[src/rtl/dht11_sequencer.sv]
// dht11_sequencer
//   Runs one complete DHT11 read: drives the host start pulse, times the
//   sensor response and the 40 data bits against a shared 1 us tick, checks
//   the checksum and commits humidity/temperature bytes.
//
// Ports
//   clk, rst         clock (rising edge) / synchronous active-low reset
//   tick_us          one-cycle pulse per microsecond
//   start            read request, only honoured while idle
//   dq_in            raw DQ pad value (asynchronous to clk)
//   dq_oe            1 = pull DQ low, 0 = release to the pull-up
//   busy             read in progress
//   hum_int/hum_dec  humidity bytes of the last good frame
//   tmp_int/tmp_dec  temperature bytes of the last good frame
//   valid            one-cycle pulse when new bytes are committed
//   crc_err          one-cycle pulse when a frame fails its checksum
//   timeout_err      one-cycle pulse when a sensor phase overruns
//
// Handshake: start is a level sampled in IDLE; valid, crc_err and
// timeout_err are single-cycle, mutually exclusive completion strobes with
// no back-pressure. The FSM state is visible on the internal signal 'state'.
module dht11_sequencer #(
  parameter int START_LOW_US  = 18000,
  parameter int TIMEOUT_US    = 100,
  parameter int BIT_THRESH_US = 40,
  parameter int CNT_W         = 15
) (
  input  logic       clk,
  input  logic       rst,
  input  logic       tick_us,
  input  logic       start,
  input  logic       dq_in,
  output logic       dq_oe,
  output logic       busy,
  output logic [7:0] hum_int,
  output logic [7:0] hum_dec,
  output logic [7:0] tmp_int,
  output logic [7:0] tmp_dec,
  output logic       valid,
  output logic       crc_err,
  output logic       timeout_err
);

  typedef enum logic [3:0] {
    S_IDLE, S_START_LOW, S_RELEASE, S_RESP_LOW, S_RESP_HIGH,
    S_BIT_LOW, S_BIT_HIGH, S_CHECK, S_ERROR
  } state_t;

  localparam logic [CNT_W-1:0] START_LAST  = CNT_W'(START_LOW_US - 1);
  localparam logic [CNT_W-1:0] TIMEOUT_CNT = CNT_W'(TIMEOUT_US);
  localparam logic [CNT_W-1:0] THRESH_CNT  = CNT_W'(BIT_THRESH_US);

  state_t           state;
  logic             dq_meta, dq_s, dq_prev;
  logic [CNT_W-1:0] cnt;
  logic [5:0]       bit_idx;
  logic [39:0]      shift;
  logic             fall, rise, phase_to;
  logic [7:0]       sum;

  assign fall     = dq_prev & ~dq_s;
  assign rise     = ~dq_prev & dq_s;
  assign phase_to = (cnt == TIMEOUT_CNT);
  // Checksum is the 8-bit wrapped sum of the four data bytes.
  assign sum      = shift[39:32] + shift[31:24] + shift[23:16] + shift[15:8];

  always_ff @(posedge clk) begin
    if (!rst) begin
      state       <= S_IDLE;
      dq_meta     <= 1'b1;
      dq_s        <= 1'b1;
      dq_prev     <= 1'b1;
      cnt         <= '0;
      bit_idx     <= '0;
      shift       <= '0;
      dq_oe       <= 1'b0;
      busy        <= 1'b0;
      hum_int     <= '0;
      hum_dec     <= '0;
      tmp_int     <= '0;
      tmp_dec     <= '0;
      valid       <= 1'b0;
      crc_err     <= 1'b0;
      timeout_err <= 1'b0;
    end else begin
      dq_meta     <= dq_in;
      dq_s        <= dq_meta;
      dq_prev     <= dq_s;
      valid       <= 1'b0;
      crc_err     <= 1'b0;
      timeout_err <= 1'b0;
      // Free-running saturating count; every transition below clears it,
      // and that later assignment overrides this one.
      if (tick_us && (cnt != '1)) cnt <= cnt + 1'b1;

      case (state)
        S_IDLE: begin
          dq_oe <= 1'b0;
          if (start) begin
            state <= S_START_LOW;
            dq_oe <= 1'b1;
            busy  <= 1'b1;
            cnt   <= '0;
          end
        end
        S_START_LOW: begin
          if (tick_us && (cnt == START_LAST)) begin
            state <= S_RELEASE;
            dq_oe <= 1'b0;
            cnt   <= '0;
          end
        end
        // In the waiting states an edge takes priority over a timeout
        // that lands in the same cycle.
        S_RELEASE, S_RESP_HIGH: begin
          if (fall) begin
            state   <= (state == S_RELEASE) ? S_RESP_LOW : S_BIT_LOW;
            bit_idx <= '0;
            cnt     <= '0;
          end else if (phase_to) begin
            state       <= S_ERROR;
            timeout_err <= 1'b1;
            cnt         <= '0;
          end
        end
        S_RESP_LOW, S_BIT_LOW: begin
          if (rise) begin
            state <= (state == S_RESP_LOW) ? S_RESP_HIGH : S_BIT_HIGH;
            cnt   <= '0;
          end else if (phase_to) begin
            state       <= S_ERROR;
            timeout_err <= 1'b1;
            cnt         <= '0;
          end
        end
        S_BIT_HIGH: begin
          if (fall) begin
            // The width of the high phase encodes the bit value.
            shift <= {shift[38:0], (cnt > THRESH_CNT)};
            cnt   <= '0;
            if (bit_idx == 6'd39) begin
              state <= S_CHECK;
            end else begin
              bit_idx <= bit_idx + 6'd1;
              state   <= S_BIT_LOW;
            end
          end else if (phase_to) begin
            state       <= S_ERROR;
            timeout_err <= 1'b1;
            cnt         <= '0;
          end
        end
        S_CHECK: begin
          if (sum == shift[7:0]) begin
            hum_int <= shift[39:32];
            hum_dec <= shift[31:24];
            tmp_int <= shift[23:16];
            tmp_dec <= shift[15:8];
            valid   <= 1'b1;
          end else begin
            crc_err <= 1'b1;
          end
          state <= S_IDLE;
          busy  <= 1'b0;
          cnt   <= '0;
        end
        S_ERROR: begin
          dq_oe <= 1'b0;
          busy  <= 1'b0;
          state <= S_IDLE;
          cnt   <= '0;
        end
        default: begin
          state <= S_IDLE;
          dq_oe <= 1'b0;
          busy  <= 1'b0;
        end
      endcase
    end
  end

endmodule

[config.mk]
export PLATFORM = sky130hd
export DESIGN_NAME = dht11_sequencer
export DESIGN_NICKNAME = d
export VERILOG_FILES = /design/src/rtl/dht11_sequencer.sv
export SDC_FILE = /design/constraint.sdc
export NUM_CORES = 1
export LEC_CHECK = 0
export ABC_AREA = 1
export CAP_MARGIN = 10
export CORE_UTILIZATION = 40
export DETAILED_ROUTE_END_ITERATION = 10
export PLACE_DENSITY = 0.55
export SLEW_MARGIN = 15
export SYNTH_ARGS = -nofsm -noshare
export SYNTH_HDL_FRONTEND = slang
export SYNTH_SLANG_ARGS = --single-unit
[constraint.sdc]
create_clock -name clk -period 5.7 [get_ports clk]
set_input_delay 0.855 -clock clk [delete_from_list [all_inputs] [get_ports clk]]
set_output_delay 0.855 -clock clk [all_outputs]
set_load 0.02 [all_outputs]
# Word level (Yosys, flattened, before mapping)
# Cells that the tools add are included.
# totals
register_bits	105
input_bits	5
output_inout_bits	37
word_cells	95
# op_classes
addsub	5
magnitude_cmp	1
n_eq_ne	18
n_mux	32
bitwise_logic	6
n_reduce_logical	17
# op_table
cell	n
2-to-1 mux 15 bit	6
case mux 15 bit (5 select lines)	1
adder 8 bit	3
2-to-1 mux 4 bit	6
case mux 4 bit (5 select lines)	1
2-to-1 mux 6 bit	3
equality test 4 x 3 -> 1 bit (second input constant)	4
adder 15 x 1 -> 15 bit (second input constant)	1
equality test 15 bit (second input constant)	1
equality test 15 x 7 -> 1 bit (second input constant)	1
greater-than comparator 15 x 6 -> 1 bit (second input constant)	1
inequality test 15 bit (second input constant)	1
case mux 6 bit (2 select lines)	1
AND reduction 2 bit	6
OR reduction 6 bit	2
inequality test 2 bit (second input constant)	5
equality test 4 x 2 -> 1 bit (second input constant)	2
equality test 8 bit	1
2-to-1 mux 1 bit	8
adder 6 x 1 -> 6 bit (second input constant)	1
equality test 6 bit (second input constant)	1
OR reduction 2 bit	3
equality test 4 x 1 -> 1 bit (second input constant)	1
equality test 4 bit (second input constant)	1
11 further kinds	18

# Logic depth before layout (Yosys ltp)
# Gate-level depths: netlist of the first run.
# logic_depth
word_depth	6
mapped_depth	19
mapped_depth_nobuf	18

# Least setup slack after synthesis of the first run
# Ideal clock, no wire load.
# synth_timing
path_kind	register to register
startpoint	reg shift[9]
endpoint	reg hum_dec[0]
setup_ns	0.064
t_arrival_ns	3.196
required_ns	5.636
path_slack_ns	2.441
path_stages_with_launch	17
path_buffers	1
synth_period_minus_slack_ns	3.259
path_cell_list	dfxtp_1 > fa_1 > inv_1 > fa_1 > inv_1 > ha_1 > fa_1 > xnor2_1 > nand3_1 > nor2_1 > nand3_1 > nor3_4 > nand3_2 > buf_2 > nand2_1 > inv_1 > nor2_1
# synth_via
elab_chain_len	3
# synth_rtl
item	line	source
start, declared	57	logic [39:0] shift;
start signal, assigned	139	shift <= {shift[38:0], (cnt > THRESH_CNT)};
adder 8 bit	65	assign sum = shift[39:32] + shift[31:24] + shift[23:16] + shift[15:8];
equality test 8 bit	154	if (sum == shift[7:0]) begin
AND reduction 2 bit (no source line)	-	
end signal, assigned	156	hum_dec <= shift[31:24];
end, declared	36	output logic [7:0] hum_dec,
# Every way passes these cells.
# A chain may end at the register's enable or synchronous reset.

# Final worst setup path of the first run
# layout_timing
startpoint	reg shift[9]
endpoint	reg tmp_dec[0]
# layout_via
elab_chain_len	3
# layout_rtl
item	line	source
adder 8 bit	65	
equality test 8 bit	154	
AND reduction 2 bit (no source line)	-	
end signal, assigned	158	tmp_dec <= shift[15:8];
end, declared	38	output logic [7:0] tmp_dec,
# Every way passes these cells.

==> results_dict.tcl, run 1 <==
set metrics [dict create \
    status "completed" \
    drv_cap 0 \
    final-max-slew-violation-count 0 \
    start_util 0.411 \
    row_count 42 \
    start_kind "flop" \
    drive_gt1_frac 0.0376 \
    ys.flop_type "dfxtp_1" \
    synth.distinct_cells 31 \
    worstPathMaxFanout 34 \
    synth-seq-cells 105 \
    viasPerCell 4.80 \
    worstHoldPathType "flop to flop" \
    path_buf_inv 4 \
    cts_tree "built" \
    async_flop_share 0 \
    grt_overflow 0 \
    worst_slack_ns 1.51 \
    synth_edf_count 0 \
    grt_max_degree 83 \
    vias 4803 \
    die_area_sq_um 14100 \
    clk_latency_ns 0.36 \
    hold_buffers 0 \
    first_global_vias 4592 \
    powerDensity_nw_per_um2 241 \
    syn2layout_area_growth_pct 15.6 \
    path_clk_slew_ns 0.07 \
    grt_pass1_wl_mm 21.0 \
    final_area_sq_um 6290 \
    p_leak_nw 2.72 \
    diodes 0 \
    setup.worst_path.class "flop to flop" \
    globalplace.congestion 0.823 \
    post-route-period-util 0.736 \
    syn-num-nets 823 \
    drt_iter0_drc 259 \
    critPathMaxStageDelay_ns 0.62 \
    ys_warn_count 0 \
    critical_path.cell_chain "fa_1, inv_1, fa_1, inv_1, ha_1, fa_1, nand3_1, nand2_1, nand2_1, nand2_1, nand2_1, nand2_1, nor3_4, buf_4, nand3_2, nand2_1, inv_1, nor2_1" \
    cpLargestDelayFamily "adder cells" \
    drtAntennaViolNets 0 \
    core_sq_um 13200 \
    finalClockSkew_ns 0.00974 \
    cts-htree-levels 3 \
    cp-end-kind "flop" \
    placed_cells 984 \
    nNetsFinal 848 \
    avgSynthCellArea_sq_um 6.85 \
    portBuffers 41 \
    post-dp-hpwl_mm 8.43 \
    rsz0062_at_grt "false" \
    period_needed_ns 4.19 \
    ys_seq_area_frac 0.386 \
    place_area_sq_um 5980 \
    relSlewSlack 0.505 \
    wl_mm 12.0 \
    cpMaxStageDelayCell "nand3_2" \
    cts_sinks 105 \
    synth_area_sq_um 5440 \
    hold_viol 0 \
    route.detailed.drc 0 \
    die_h_um 119 \
    critPathArrivalTime_ns 4.49 \
    syn_inst 794 \
    final-setup-viol-count 0 \
    antenna_found_initial 0 \
    cts_setup_buffers 0 \
    numCtsBuffers 9 \
    cts_root_buf "clkbuf_16" \
    fin_cells 1000 \
    pre_cts_ws_ns 1.47 \
    fmax_mhz 239 \
    die_w_um 119 \
    firstDrtPassIters 5 \
    required_ns 6.00 \
    crit_path_frequent_cell "nand2_1" \
    grt_use_total 0.186 \
    wl_per_cell_um 12.0 \
    ir_worst_vdd_v 0.000139 \
    ctsResizeCount 0 \
    layout_commonest_cell "nand2_1" \
    setup_tns_ns 0 \
    tightest_slew_ns 0.743 \
    ios 42 \
    final_cell_mix "nand2_1, inv_1, dfxtp_1, nor2_1, a21oi_1" \
    cts_max_path_buffers 2 \
]
[through the flow]
stage	hold WS [ns]	util	power (W)
after global placement	0.401	0.452	0.000879
after CTS	0.427	0.475	0.00154
after floorplan	0.393	-	0.000851
after detailed placement	0.410	0.452	0.000880
after global routing	0.455	0.475	0.00159
final	0.423	0.475	0.00152
[final timing paths]
path | end | from | slack (ns) | depth (start not counted)
max | tmp_dec[0] | shift[9] | 1.51 | 18
min reg2reg | dq_s | dq_meta | 0.42 | 1
max reg2reg | tmp_dec[0] | shift[9] | 1.51 | 18
min | dq_s | dq_meta | 0.42 | 1
[cell type report]
class	count	area (sq um)
Sequential cell	105	2100
Timing Repair Buffer	46	443
Multi-Input combinational cell	495	2610
Clock inverter	6	72.6
Tap cell	176	220
Fill cell	1366	6950
Inverter	162	608
Clock buffer	10	239
[flip-flops by register name, indices dropped and copies added (netlist names)]
name and cells:
shift 40, cnt 15, hum_dec 8, hum_int 8
tmp_dec 8, tmp_int 8, bit_idx 6, state 4
busy 1, crc_err 1, dq_meta 1, dq_oe 1
dq_prev 1, dq_s 1, timeout_err 1, valid 1
[kinds of logic after synthesis]
logic type,Yosys count,synth area share
AO/OA/AOI/OAI,111,0.107
XOR/XNOR,11,0.0177
adder cells (fa/ha/maj),24,0.0745
buffers and inverters,194,0.136
flip-flops,105,0.386
AND/OR/NAND/NOR,349,0.278
[per-layer routing]
| layer | wire (um) | part of all wire | global-route usage |
|---|---|---|---|
| met1 | 5840 | 0.49 | 0.241 |
| met2 | 5600 | 0.47 | 0.298 |
| met3 | 330 | 0.027 | 0.0333 |
| met4 | 237 | 0.020 | 0.0902 |
| met5 | 0 | 0 | 0 |
[Yosys cell counts (all sizes together) (9+ instances only)]
cell,instances,area [sq um]
dfxtp,105,2100
nand4,40,250
nor3,15,86.3
nand3,34,175
nor2,85,319
a21oi,51,255
ha,10,125
o21ai,51,259
nand2,166,623
xor2,9,78.8
buf,12,58.8
inv,162,608
clkbuf,20,75.1
fa,14,280
[power breakdown]
part           switching (W)  internal (W)  total, W
sequential         0.0000117      0.000744  0.000755
combinational      0.0000725     0.0000350  0.000108
clock               0.000296      0.000359  0.000655
[worst register-to-register path: cells and delay by family, from the launching register on]
kind | cells | cell delay, ns
fa+ha+maj | 4 | 1.71
buf+inv | 4 | 0.49
flops | 1 | 0.34
simple gates | 10 | 1.56
No activity file was read; power rests on OpenSTA's default activity.
==> run 2: changes to the inputs <==
--- a/config.mk
+++ b/config.mk
@@ -9,7 +9,7 @@
 export CAP_MARGIN = 10
 export CORE_UTILIZATION = 40
 export DETAILED_ROUTE_END_ITERATION = 10
-export PLACE_DENSITY = 0.55
+export PLACE_DENSITY = 0.57
 export SLEW_MARGIN = 15
 export SYNTH_ARGS = -nofsm -noshare
 export SYNTH_HDL_FRONTEND = slang
==> constraint.sdc (replaced) <==
create_clock -name clk -period 3.4 [get_ports clk]
set_input_delay 0.51 -clock clk [delete_from_list [all_inputs] [get_ports clk]]
set_output_delay 0.51 -clock clk [all_outputs]
set_load 0.02 [all_outputs]
==> results_dict.tcl, run 2 (same netlist as run 1, synthesis figures left out) <==
set metrics [dict create \
    status "completed" \
    syn2layout_area_growth_pct 18.8 \
    wl_mm 12.2 \
    largest_registers "shift (40), cnt (15)" \
    min_from "dq_meta" \
    powerDensity_nw_per_um2 390 \
    holdPathEnd "dq_s" \
    setup.worst_path.class "flop to flop" \
    route.detailed.drc 0 \
    hold_viol 0 \
    drt_iter0_drc 261 \
    fin_util 0.488 \
    die_h_um 119 \
    clk_latency_ns 0.35 \
    numCtsBuffers 9 \
    grt_pass1_wl_mm 20.8 \
    post-dp-hpwl_mm 8.81 \
    min_path_cells 1 \
    path_clk_slew_ns 0.07 \
    final-max-slew-violation-count 0 \
    drive_gt1_frac 0.0619 \
    die_w_um 119 \
    final-setup-viol-count 0 \
    vias 4846 \
    p_leak_nw 2.81 \
    row_count 42 \
    r2r-start "shift[9]" \
    required_ns 3.69 \
    p_total_w 0.00252 \
    period_needed_ns 3.39 \
    start_util 0.411 \
    worstPathMaxFanout 12 \
    cts-htree-levels 3 \
    cts_max_path_buffers 2 \
    ir_worst_vdd_v 0.000262 \
    drtAntennaViolNets 0 \
    critPathArrivalTime_ns 3.69 \
    final_cell_mix "nand2_1, inv_1, dfxtp_1, nor2_1, a21oi_1" \
    reg2reg_slack_ns 0.007 \
    largest_reg_flops 40 \
    finalClockSkew_ns 0.0100 \
    cts_sinks 105 \
    antenna_found_initial 0 \
    fmax_mhz 295 \
    grt_use_total 0.182 \
    first_global_vias 4547 \
    globalplace.congestion 0.855 \
    timing.rr.end "hum_int[2]" \
    core_sq_um 13200 \
    diodes 0 \
    worstHoldPathType "flop to flop" \
    firstDrtPassIters 5 \
    rsz0062_at_grt "true" \
    grt_max_degree 45 \
    viasPerCell 4.77 \
    hold_buffers 0 \
    start_kind "flop" \
    placed_cells 994 \
    portBuffers 41 \
    tightest_slew_ns 0.752 \
    layout_commonest_cell "nand2_1" \
    relSlewSlack 0.498 \
    ios 42 \
    r2r_cells 18 \
    cts_tree "built" \
    regMostFlops "shift" \
    wl_per_cell_um 12.0 \
    grt_overflow 0 \
    die_area_sq_um 14100 \
    cp-end-kind "flop" \
    nNetsFinal 864 \
    post-route-period-util 0.998 \
    cts_root_buf "clkbuf_16" \
    fin_cells 1016 \
    drv_cap 0 \
]
## run 2: cell count changes in the layout (fill, tap and decap cells not counted), sizes merged
| cell | delta |
|---|---|
| buf | +15 |
| clkbuf | +1 |
| clkinvlp | +1 |
| inv | -1 |
## run 2: worst max-delay path by stage
| stage | startpoint | to |
|---|---|---|
| 2_1_floorplan | shift[9] | hum_dec[4] |
| 3_3_place_gp | shift[9] | tmp_dec[0] |
| 3_5_place_dp | shift[9] | tmp_dec[4] |
| 4_1_cts | shift[9] | tmp_int[6] |
| 5_1_grt | shift[9] | hum_dec[7] |
| 6_report | shift[9] | hum_int[2] |
## run 2: layout make-up
type,instances,area [sq um]
Clock buffer,10,229
Sequential cell,105,2100
Clock inverter,6,75.1
Multi-Input combinational cell,495,2620
Inverter,162,608
Timing Repair Buffer,62,611
Fill cell,1335,6780
Tap cell,176,220
## run 2: power breakdown
group	total, W	internal, W	switching [W]
sequential	0.00127	0.00125	0.0000200
clock	0.00108	0.000582	0.000495
combinational	0.000179	0.0000592	0.000120
total	0.00252	0.00189	0.000635
## run 2: per-layer routing
| metal | vias up | part of all wire | global-route usage |
|---|---|---|---|
| met5 | - | 0 | 0 |
| met4 | 0 | 0.013 | 0.0712 |
| met3 | 11 | 0.032 | 0.0280 |
| met2 | 86 | 0.48 | 0.304 |
| met1 | 2194 | 0.47 | 0.235 |
| li1 | 2555 | - | - |
## run 2: stage by stage
stage | TNS [ns] | worst slack, ns | hold WS (ns) | instance area [sq um]
finish | 0 | 0.00694 | 0.419 | 6470
global route | -6.12 | -0.217 | 0.442 | 6470
CTS | -0.0405 | -0.0141 | 0.424 | 6360
detailed placement | 0 | 0.00504 | 0.404 | 6060
global placement | 0 | 0.0318 | 0.400 | 6060
floorplan | 0 | 0.140 | 0.393 | 5440
## run 2: worst max-delay path, stage by stage (launching register included)
cell     delay [ns]
dfxtp_2        0.33
fa_1           0.54
inv_2          0.04
fa_1           0.50
inv_1          0.04
ha_2           0.18
fa_1           0.42
nand2_1        0.12
nand2_1        0.06
nand2_1        0.05
nand2_1        0.05
nor2_2         0.11
nand3_2        0.11
nor3_4         0.22
nand3_2        0.14
buf_4          0.22
nand2_1        0.07
inv_1          0.03
nor2_1         0.09
## run 2: repair_timing
item,in CTS,in global routing
buffers inserted,0,4
gates cloned,0,2
endpoints found under the setup margin,22,34
pin swaps,0,0
gates resized for setup,1,15
